==> src/rtl/mips_ex_mdu_pkg.sv <==
// mips_ex_mdu_pkg: shared definitions for the EX-stage multiply/divide unit.
//   - MIPS_MDU_OP_WIDTH : width of the MDU operation code
//   - mdu_op_e          : MULT/MULTU/DIV/DIVU/MFHI/MFLO/MTHI/MTLO encodings (0..7)
//   - mdu_state_e       : MDU FSM state encodings
package mips_ex_mdu_pkg;

  localparam int MIPS_MDU_OP_WIDTH = 3;

  typedef enum logic [MIPS_MDU_OP_WIDTH-1:0] {
    MIPS_MDU_OP_MULT  = 3'd0,
    MIPS_MDU_OP_MULTU = 3'd1,
    MIPS_MDU_OP_DIV   = 3'd2,
    MIPS_MDU_OP_DIVU  = 3'd3,
    MIPS_MDU_OP_MFHI  = 3'd4,
    MIPS_MDU_OP_MFLO  = 3'd5,
    MIPS_MDU_OP_MTHI  = 3'd6,
    MIPS_MDU_OP_MTLO  = 3'd7
  } mdu_op_e;

  typedef enum logic [1:0] {
    MDU_IDLE = 2'd0,
    MDU_MUL  = 2'd1,
    MDU_DIV  = 2'd2,
    MDU_FIX  = 2'd3
  } mdu_state_e;

endpackage

==> src/rtl/mips_ex_mdu_if.sv <==
// mips_ex_mdu_if: ID/EX <-> MDU request/response bundle.
//   master (ID/EX side) drives: id2ex_mdu_valid, id2ex_mdu_op, id2ex_rs,
//                               id2ex_rt, ex_flush
//   slave  (MDU side)   drives: id2ex_mdu_ready, mdu2ex_rvalid, mdu2ex_rdata,
//                               mdu2ex_busy, mdu2ex_unimpl, mdu_hi, mdu_lo
interface mips_ex_mdu_if #(
  parameter int DATA_W = 32
) ();
  import mips_ex_mdu_pkg::*;

  logic                         id2ex_mdu_valid;
  logic                         id2ex_mdu_ready;
  logic [MIPS_MDU_OP_WIDTH-1:0] id2ex_mdu_op;
  logic [DATA_W-1:0]            id2ex_rs;
  logic [DATA_W-1:0]            id2ex_rt;
  logic                         ex_flush;
  logic                         mdu2ex_rvalid;
  logic [DATA_W-1:0]            mdu2ex_rdata;
  logic                         mdu2ex_busy;
  logic                         mdu2ex_unimpl;
  logic [DATA_W-1:0]            mdu_hi;
  logic [DATA_W-1:0]            mdu_lo;

  modport master (
    output id2ex_mdu_valid, id2ex_mdu_op, id2ex_rs, id2ex_rt, ex_flush,
    input  id2ex_mdu_ready, mdu2ex_rvalid, mdu2ex_rdata, mdu2ex_busy,
           mdu2ex_unimpl, mdu_hi, mdu_lo
  );

  modport slave (
    input  id2ex_mdu_valid, id2ex_mdu_op, id2ex_rs, id2ex_rt, ex_flush,
    output id2ex_mdu_ready, mdu2ex_rvalid, mdu2ex_rdata, mdu2ex_busy,
           mdu2ex_unimpl, mdu_hi, mdu_lo
  );

endinterface

==> src/rtl/mips_ex_mdu_div.sv <==
// mips_ex_mdu_div: one restoring-division iteration (combinational).
// Only instantiated when MIPS_MDU_DIV_EN is defined.
//   rem_i     : current partial remainder (always < divisor)
//   quo_i     : dividend bits still to consume (MSB first) / quotient so far
//   divisor_i : divisor magnitude
//   rem_o     : next partial remainder
//   quo_o     : quo_i shifted left with the new quotient bit in bit 0
module mips_ex_mdu_div #(
  parameter int DATA_W = 32
) (
  input  logic [DATA_W-1:0] rem_i,
  input  logic [DATA_W-1:0] quo_i,
  input  logic [DATA_W-1:0] divisor_i,
  output logic [DATA_W-1:0] rem_o,
  output logic [DATA_W-1:0] quo_o
);

  logic [DATA_W:0]   shifted;
  logic [DATA_W+1:0] diff;

  assign shifted = {rem_i, quo_i[DATA_W-1]};
  assign diff    = {1'b0, shifted} - {2'b00, divisor_i};

  // A borrow (diff MSB set) means the divisor did not fit: restore.
  // Either way the surviving remainder is below the divisor, so DATA_W bits hold it.
  assign rem_o = diff[DATA_W+1] ? shifted[DATA_W-1:0] : diff[DATA_W-1:0];
  assign quo_o = {quo_i[DATA_W-2:0], ~diff[DATA_W+1]};

endmodule

==> src/rtl/mips_ex_mdu.sv <==
// mips_ex_mdu: iterative multiply/divide unit for the EX stage; owns HI/LO.
//   clk, rst_n : core clock, asynchronous active-low reset
//   bus        : mips_ex_mdu_if.slave (request handshake, read data, status,
//                HI/LO trace outputs)
// Optional feature: define MIPS_MDU_DIV_EN to build the divider datapath and
// DIV state. Without it DIV/DIVU complete in IDLE, leave HI/LO alone and
// pulse mdu2ex_unimpl the cycle after accept.
module mips_ex_mdu
  import mips_ex_mdu_pkg::*;
#(
  parameter int DATA_W = 32
) (
  input  logic         clk,
  input  logic         rst_n,
  mips_ex_mdu_if.slave bus
);

  localparam int               CNT_W     = $clog2(DATA_W) + 1;
  localparam logic [CNT_W-1:0] LAST_ITER = CNT_W'(DATA_W - 1);

  mdu_state_e          state_q, state_d;
  logic [DATA_W-1:0]   hi_q, lo_q, rdata_q, opnd_q;
  logic [2*DATA_W-1:0] acc_q;      // MUL: {partial sum, multiplier}; DIV: {remainder, quotient}
  logic [CNT_W-1:0]    cnt_q;
  logic                mul_q, neg_res_q, neg_rem_q, rvalid_q, unimpl_q;

  mdu_op_e           op;
  logic              accept, signed_op, rs_neg, rt_neg, last_iter;
  logic [DATA_W-1:0] rs_mag, rt_mag;

  assign op        = mdu_op_e'(bus.id2ex_mdu_op);
  assign accept    = bus.id2ex_mdu_valid && (state_q == MDU_IDLE) && !bus.ex_flush;
  assign signed_op = (op == MIPS_MDU_OP_MULT) || (op == MIPS_MDU_OP_DIV);
  assign rs_neg    = signed_op && bus.id2ex_rs[DATA_W-1];
  assign rt_neg    = signed_op && bus.id2ex_rt[DATA_W-1];
  // -(-2^(DATA_W-1)) wraps back to 2^(DATA_W-1), which is the correct unsigned magnitude.
  assign rs_mag    = rs_neg ? -bus.id2ex_rs : bus.id2ex_rs;
  assign rt_mag    = rt_neg ? -bus.id2ex_rt : bus.id2ex_rt;
  assign last_iter = (cnt_q == LAST_ITER);

  // Shift-add step; the carry out of the add becomes the new accumulator MSB.
  logic [DATA_W:0]     mul_sum;
  logic [2*DATA_W-1:0] mul_next;
  assign mul_sum  = {1'b0, acc_q[2*DATA_W-1:DATA_W]} + {1'b0, opnd_q};
  assign mul_next = acc_q[0] ? {mul_sum, acc_q[DATA_W-1:1]}
                             : {1'b0, acc_q[2*DATA_W-1:1]};

`ifdef MIPS_MDU_DIV_EN
  logic [DATA_W-1:0] div_rem, div_quo;
  mips_ex_mdu_div #(.DATA_W(DATA_W)) u_div (
    .rem_i     (acc_q[2*DATA_W-1:DATA_W]),
    .quo_i     (acc_q[DATA_W-1:0]),
    .divisor_i (opnd_q),
    .rem_o     (div_rem),
    .quo_o     (div_quo)
  );
`endif

  // Sign correction applied in FIX.
  logic [2*DATA_W-1:0] prod_fix;
  logic [DATA_W-1:0]   quo_fix, rem_fix;
  assign prod_fix = neg_res_q ? -acc_q : acc_q;
  assign quo_fix  = neg_res_q ? -acc_q[DATA_W-1:0] : acc_q[DATA_W-1:0];
  assign rem_fix  = neg_rem_q ? -acc_q[2*DATA_W-1:DATA_W] : acc_q[2*DATA_W-1:DATA_W];

  always_comb begin
    state_d = state_q;
    case (state_q)
      MDU_IDLE: begin
        if (accept) begin
          case (op)
            MIPS_MDU_OP_MULT, MIPS_MDU_OP_MULTU: state_d = MDU_MUL;
`ifdef MIPS_MDU_DIV_EN
            // Divide by zero skips iteration entirely.
            MIPS_MDU_OP_DIV, MIPS_MDU_OP_DIVU:
              state_d = (bus.id2ex_rt == '0) ? MDU_FIX : MDU_DIV;
`endif
            default: state_d = MDU_IDLE;
          endcase
        end
      end
      MDU_MUL, MDU_DIV: begin
        if (bus.ex_flush)  state_d = MDU_IDLE;
        else if (last_iter) state_d = MDU_FIX;
      end
      MDU_FIX: state_d = MDU_IDLE;
      default: state_d = MDU_IDLE;
    endcase
  end

  always_ff @(posedge clk or negedge rst_n) begin
    if (!rst_n) begin
      state_q   <= MDU_IDLE;
      hi_q      <= '0;
      lo_q      <= '0;
      rdata_q   <= '0;
      opnd_q    <= '0;
      acc_q     <= '0;
      cnt_q     <= '0;
      mul_q     <= 1'b0;
      neg_res_q <= 1'b0;
      neg_rem_q <= 1'b0;
      rvalid_q  <= 1'b0;
      unimpl_q  <= 1'b0;
    end else begin
      state_q  <= state_d;
      rvalid_q <= 1'b0;
      unimpl_q <= 1'b0;

      if (accept) begin
        cnt_q <= '0;
        case (op)
          MIPS_MDU_OP_MULT, MIPS_MDU_OP_MULTU: begin
            mul_q     <= 1'b1;
            opnd_q    <= rs_mag;
            acc_q     <= {{DATA_W{1'b0}}, rt_mag};
            neg_res_q <= rs_neg ^ rt_neg;
          end
          MIPS_MDU_OP_DIV, MIPS_MDU_OP_DIVU: begin
`ifdef MIPS_MDU_DIV_EN
            mul_q  <= 1'b0;
            opnd_q <= rt_mag;
            if (bus.id2ex_rt == '0) begin
              // Preload the final {HI,LO}; FIX passes it through uncorrected.
              acc_q     <= {bus.id2ex_rs, {DATA_W{1'b1}}};
              neg_res_q <= 1'b0;
              neg_rem_q <= 1'b0;
            end else begin
              acc_q     <= {{DATA_W{1'b0}}, rs_mag};
              neg_res_q <= rs_neg ^ rt_neg;
              neg_rem_q <= rs_neg;
            end
`else
            unimpl_q <= 1'b1;
`endif
          end
          MIPS_MDU_OP_MFHI: begin rdata_q <= hi_q; rvalid_q <= 1'b1; end
          MIPS_MDU_OP_MFLO: begin rdata_q <= lo_q; rvalid_q <= 1'b1; end
          MIPS_MDU_OP_MTHI: hi_q <= bus.id2ex_rs;
          MIPS_MDU_OP_MTLO: lo_q <= bus.id2ex_rs;
          default: ;
        endcase
      end

      if (state_q == MDU_MUL && !bus.ex_flush) begin
        acc_q <= mul_next;
        cnt_q <= cnt_q + CNT_W'(1);
      end

`ifdef MIPS_MDU_DIV_EN
      if (state_q == MDU_DIV && !bus.ex_flush) begin
        acc_q <= {div_rem, div_quo};
        cnt_q <= cnt_q + CNT_W'(1);
      end
`endif

      // A flush landing on FIX wins: HI/LO keep their old values.
      if (state_q == MDU_FIX && !bus.ex_flush) begin
        if (mul_q) begin
          hi_q <= prod_fix[2*DATA_W-1:DATA_W];
          lo_q <= prod_fix[DATA_W-1:0];
        end else begin
          hi_q <= rem_fix;
          lo_q <= quo_fix;
        end
      end
    end
  end

  assign bus.id2ex_mdu_ready = (state_q == MDU_IDLE);
  assign bus.mdu2ex_busy     = (state_q != MDU_IDLE);
  assign bus.mdu2ex_rvalid   = rvalid_q;
  assign bus.mdu2ex_rdata    = rdata_q;
  assign bus.mdu2ex_unimpl   = unimpl_q;
  assign bus.mdu_hi          = hi_q;
  assign bus.mdu_lo          = lo_q;

endmodule

==> src/flat_wrapper.sv <==
// flat-port wrapper written by rule: the top's interface ports become plain ports
module mips_ex_mdu_flat import mips_ex_mdu_pkg::*;
#(
  parameter int DATA_W = 32
)
  (clk, rst_n, bus_id2ex_mdu_valid, bus_id2ex_mdu_op, bus_id2ex_rs, bus_id2ex_rt, bus_ex_flush, bus_id2ex_mdu_ready, bus_mdu2ex_rvalid, bus_mdu2ex_rdata, bus_mdu2ex_busy, bus_mdu2ex_unimpl, bus_mdu_hi, bus_mdu_lo);
  mips_ex_mdu_if #(.DATA_W(DATA_W)) bus_i ();
  input  logic clk;
  input  logic rst_n;
  input wire logic [$bits(bus_i.id2ex_mdu_valid)-1:0] bus_id2ex_mdu_valid;
  input wire logic [$bits(bus_i.id2ex_mdu_op)-1:0] bus_id2ex_mdu_op;
  input wire logic [$bits(bus_i.id2ex_rs)-1:0] bus_id2ex_rs;
  input wire logic [$bits(bus_i.id2ex_rt)-1:0] bus_id2ex_rt;
  input wire logic [$bits(bus_i.ex_flush)-1:0] bus_ex_flush;
  output wire logic [$bits(bus_i.id2ex_mdu_ready)-1:0] bus_id2ex_mdu_ready;
  output wire logic [$bits(bus_i.mdu2ex_rvalid)-1:0] bus_mdu2ex_rvalid;
  output wire logic [$bits(bus_i.mdu2ex_rdata)-1:0] bus_mdu2ex_rdata;
  output wire logic [$bits(bus_i.mdu2ex_busy)-1:0] bus_mdu2ex_busy;
  output wire logic [$bits(bus_i.mdu2ex_unimpl)-1:0] bus_mdu2ex_unimpl;
  output wire logic [$bits(bus_i.mdu_hi)-1:0] bus_mdu_hi;
  output wire logic [$bits(bus_i.mdu_lo)-1:0] bus_mdu_lo;
  assign bus_i.id2ex_mdu_valid = bus_id2ex_mdu_valid;
  assign bus_i.id2ex_mdu_op = bus_id2ex_mdu_op;
  assign bus_i.id2ex_rs = bus_id2ex_rs;
  assign bus_i.id2ex_rt = bus_id2ex_rt;
  assign bus_i.ex_flush = bus_ex_flush;
  assign bus_id2ex_mdu_ready = bus_i.id2ex_mdu_ready;
  assign bus_mdu2ex_rvalid = bus_i.mdu2ex_rvalid;
  assign bus_mdu2ex_rdata = bus_i.mdu2ex_rdata;
  assign bus_mdu2ex_busy = bus_i.mdu2ex_busy;
  assign bus_mdu2ex_unimpl = bus_i.mdu2ex_unimpl;
  assign bus_mdu_hi = bus_i.mdu_hi;
  assign bus_mdu_lo = bus_i.mdu_lo;
  mips_ex_mdu #(.DATA_W(DATA_W)) u_core (.clk(clk), .rst_n(rst_n), .bus(bus_i));
endmodule
==> config.mk <==
export PLATFORM = sky130hd
export DESIGN_NAME = mips_ex_mdu_flat
export DESIGN_NICKNAME = d
export VERILOG_FILES = /design/src/rtl/mips_ex_mdu_pkg.sv /design/src/rtl/mips_ex_mdu_if.sv /design/src/rtl/mips_ex_mdu_div.sv /design/src/rtl/mips_ex_mdu.sv /design/src/flat_wrapper.sv
export SDC_FILE = /design/constraint.sdc
export NUM_CORES = 1
export LEC_CHECK = 0
export BUFFER_PORTS_ARGS = -buffer_cell sky130_fd_sc_hd__buf_2
export CAP_MARGIN = 10
export CORE_MARGIN = 2
export CORE_UTILIZATION = 55
export DETAILED_ROUTE_END_ITERATION = 10
export GPL_ROUTABILITY_DRIVEN = 0
export HOLD_SLACK_MARGIN = 0.05
export PLACE_DENSITY = 0.76
export SETUP_SLACK_MARGIN = 0.05
export SLEW_MARGIN = 20
export SYNTH_ARGS = -nofsm -noshare
export SYNTH_HDL_FRONTEND = slang
export SYNTH_SLANG_ARGS = --single-unit
==> constraint.sdc <==
create_clock -name clk -period 9.4 [get_ports clk]
set_clock_uncertainty 0.2 [all_clocks]
set_input_delay 0.94 -clock clk [delete_from_list [all_inputs] [get_ports clk]]
set_output_delay 0.94 -clock clk [all_outputs]
set_load 0.02 [all_outputs]
==> impl_metrics.yaml <==
final_layout:
  final_cell_mix: "o21ai_0 (235), nand2_1 (216), dfrtp_1 (204)"
  layout.cells.non_filler: 2044
  num-fill-cells: 2090
  area_growth_pct: 13.4
  multi_input_area_mm2: 0.00780
  layout_commonest_cell: "o21ai_0"
  final_area_mm2: 0.0151
  drive_gt1_share_pct: 13.8
  finalNetCount: 1816
  post-route-util_pct: 63.0
  register_area_mm2: 0.00510
cts:
  insertion_delay_ps: 540
  cts_num_sinks: 204
  clk_path_buf_depth: 3
  root_buffer: "clkbuf_16"
  cts_tree: "yes"
  cts_buffers: 23
  ctsResizeCount: 0
  hold_buffers: 0
  path_clk_slew_ps: 60
  cts_max_level: 1
  cts_setup_buffers: 0
global_routing:
  grt_pass1_wl_um: 65600
  gr-total-overflow: 0
  grt_pass1_vias: 11900
  grtUsageTotal_pct: 32.0
  grt_max_degree: 97
  antenna_found_initial: 3
setup_path:
  worst_ep_required_time_ps: 9560
  worstReg2RegEnd: "u_core.bus.mdu_hi[24]$_DFFE_PN0P_"
  critPathCaptureType: "register"
  startpoint_type: "register"
  path_buf_inv: 0
  path_class: "reg -> reg"
  slowest_delay_ps: 640
  rr_startpoint: "u_core.acc_q[22]$_DFFE_PN0P_"
  cp.arrival_ps: 3870
  worstPathCellList: "or4_4, or4b_1, or4_4, nor3_2, nand3_1, o21ai_1, xor2_1, a21oi_1"
  crit_slowest_cell: "nor3_2"
  path_delay_family: "simple AND/OR/NAND/NOR gates"
  cp_max_fo: 11
  path_common_cell: "or4_4"
  reg2reg_slack_ps: 5680
  rr_worst_depth: 8
min_path:
  min-delay-path-class: "reg -> reg"
  hold_end: "u_core.bus.mdu2ex_rdata[28]$_DFFE_PN0P_"
  min_path_cells: 2
  min_from: "u_core.bus.mdu2ex_rdata[28]$_DFFE_PN0P_"
timing:
  worst_slack_ps: 5680
  relSlewSlack_pct: 29.7
  fin_crit_sh_pct: 39.5
  setup-tns-final_ps: 0
  hold_slack_ps: 274
  slew_violations: 0
  tightest_slew_ps: 1050
  rsz0062_at_grt: "false"
  finalSetupViolations: 0
  fin_crit_ps: 3720
  finalHoldViolations: 0
  clock.fmax_ghz: 0.269
synth:
  synth_cell_types: 57
  synth_edf_count: 0
  yosysSeqAreaShare_pct: 38.2
  synth-warning-count: 1
  yosys_register_bits: 204
  async_flop_share_pct: 100
  synthSimpleGateAreaFrac_pct: 17.1
  syn_area_mm2: 0.0133
  muxShareOfSynthArea_pct: 6.99
  netlist_instances: 1593
  avgSynthCellArea_um2: 8.38
  syn_nets: 1704
  synthFlopType: "dfrtp_1"
  synth-xor-area-share_pct: 9.38
  synthAdderAreaFrac_pct: 3.81
  synth_compound_area_share_pct: 20.9
  synth_top_family_by_area: "compound AO/OA/AOI/OAI gates"
die:
  die_w_um: 160
  coreArea_mm2: 0.0240
  die_area_mm2: 0.0255
  start_util_pct: 55.5
  io_pins: 171
  rows: 57
  die_h_um: 160
detailed_routing:
  first_pass_iters: 6
  vias_per_cell: 6.19
  drt-initial-drc-count: 1243
  drc: 0
  wirelength_um: 41500
  detail_route.wl_per_cell_um: 20.3
  vias: 12600
  ant_nets: 0
power:
  p_total_mw: 4.87
  p_leak_nw: 7.01
  powerDensity_mw_per_mm2: 321
  ir_drop_mv: 0.159
placement:
  pre_cts_ws_ps: 5650
  hpwl_um: 30600
  port_buffers: 170
  dp_cells: 2004
  place_area_mm2: 0.0144
flow_run:
  maxCapViolations: 0
status:
  outcome: "finished, final reports clean"
-- cells in the mapped netlist (all sizes together) (3+ instances only) --
| master | instances | share of area, % |
|---|---|---|
| a211oi | 11 | 0.62 |
| a21o | 12 | 0.68 |
| a21oi | 127 | 4.8 |
| a22oi | 22 | 1.2 |
| a31oi | 18 | 0.84 |
| and2 | 7 | 0.33 |
| and3 | 13 | 0.61 |
| buf | 16 | 0.49 |
| clkbuf | 83 | 2.3 |
| dfrtp | 204 | 38 |
| ha | 39 | 3.7 |
| inv | 26 | 0.73 |
| mux2i | 91 | 6.8 |
| nand2 | 217 | 6.1 |
| nand2b | 12 | 0.56 |
| nand3 | 22 | 0.83 |
| nand3b | 3 | 0.17 |
| nand4 | 14 | 0.66 |
| nor2 | 105 | 3.0 |
| nor2b | 16 | 0.75 |
| nor3 | 37 | 1.5 |
| nor3b | 3 | 0.17 |
| nor4 | 12 | 0.56 |
| nor4b | 4 | 0.26 |
| o211ai | 3 | 0.17 |
| o21a | 5 | 0.28 |
| o21ai | 244 | 9.1 |
| o21bai | 6 | 0.34 |
| o31ai | 19 | 1.1 |
| o41ai | 12 | 0.79 |
| or3 | 13 | 0.61 |
| or4 | 11 | 0.73 |
| xnor2 | 84 | 5.5 |
| xor2 | 59 | 3.9 |
-- routing by layer --
metal	vias up	track usage [%]	routed length, µm
met3	128	5.77	3510
met1	6019	43.3	17100
met2	623	51.2	19000
met4	6	12.7	1850
li1	5870	-	-
met5	-	0	41
-- tightest hold or removal path: cells and delay by family (launching register included) --
family	cells	cell delay (ps)
compound gates	1	60
simple gates	1	40
flops	1	340
-- area by class of cell --
cell class | count | area share [%]
antenna | 1 | 0.0165
clock buffer | 30 | 4.17
clock inverter | 9 | 0.727
inverter | 27 | 0.669
multi-input combinational | 1263 | 51.5
sequential | 204 | 33.7
tap | 324 | 2.68
timing repair buffer | 186 | 6.47
-- flip-flops by register name (all words and copies together), names as in the netlist --
| signal | count |
|---|---|
| u_core.bus.mdu_hi | 32 |
| u_core.bus.mdu2ex_unimpl | 1 |
| u_core.neg_res_q | 1 |
| u_core.cnt_q | 6 |
| u_core.acc_q | 64 |
| u_core.bus.mdu_lo | 32 |
| u_core.bus.mdu2ex_rvalid | 1 |
| u_core.mul_q | 1 |
| u_core.bus.mdu2ex_rdata | 32 |
| u_core.state_q | 2 |
| u_core.opnd_q | 32 |
-- cell families (layout without fill, tap and decap cells) --
group                      after synthesis  after routing
and+or+nand+nor                        494            494
AOI/OAI and AO/OA                      493            493
DFF                                    204            204
xor gates and xnor gates               143            143
buffers and inverters                  126            252
muxes                                   93             93
adders and majority gates               40             40
other                                    0              1
-- report_power, final --
part	leakage (nW)	switching, mW	internal (mW)	total (mW)
registers	2.63	0.458	1.24	1.70
clock network	0.371	0.378	0.529	0.907
logic	4.01	1.40	0.861	2.26
total	7.01	2.23	2.63	4.87
-- worst max path at each step --
stage,start,to,slack [ps],depth (start not counted)
2_1_floorplan,bus_id2ex_rt[9],u_core.acc_q[23]$_DFFE_PN0P_,6170,7
4_1_cts,u_core.acc_q[22]$_DFFE_PN0P_,u_core.bus.mdu_hi[24]$_DFFE_PN0P_,5760,8
3_5_place_dp,bus_id2ex_rs[4],u_core.opnd_q[29]$_DFFE_PN0P_,5650,9
3_3_place_gp,bus_id2ex_rs[2],u_core.opnd_q[29]$_DFFE_PN0P_,5730,9
6_report,u_core.acc_q[22]$_DFFE_PN0P_,u_core.bus.mdu_hi[24]$_DFFE_PN0P_,5680,8
5_1_grt,u_core.acc_q[22]$_DFFE_PN0P_,u_core.bus.mdu_hi[23]$_DFFE_PN0P_,5560,8
Note: power is estimated with default switching activity, not from simulation.
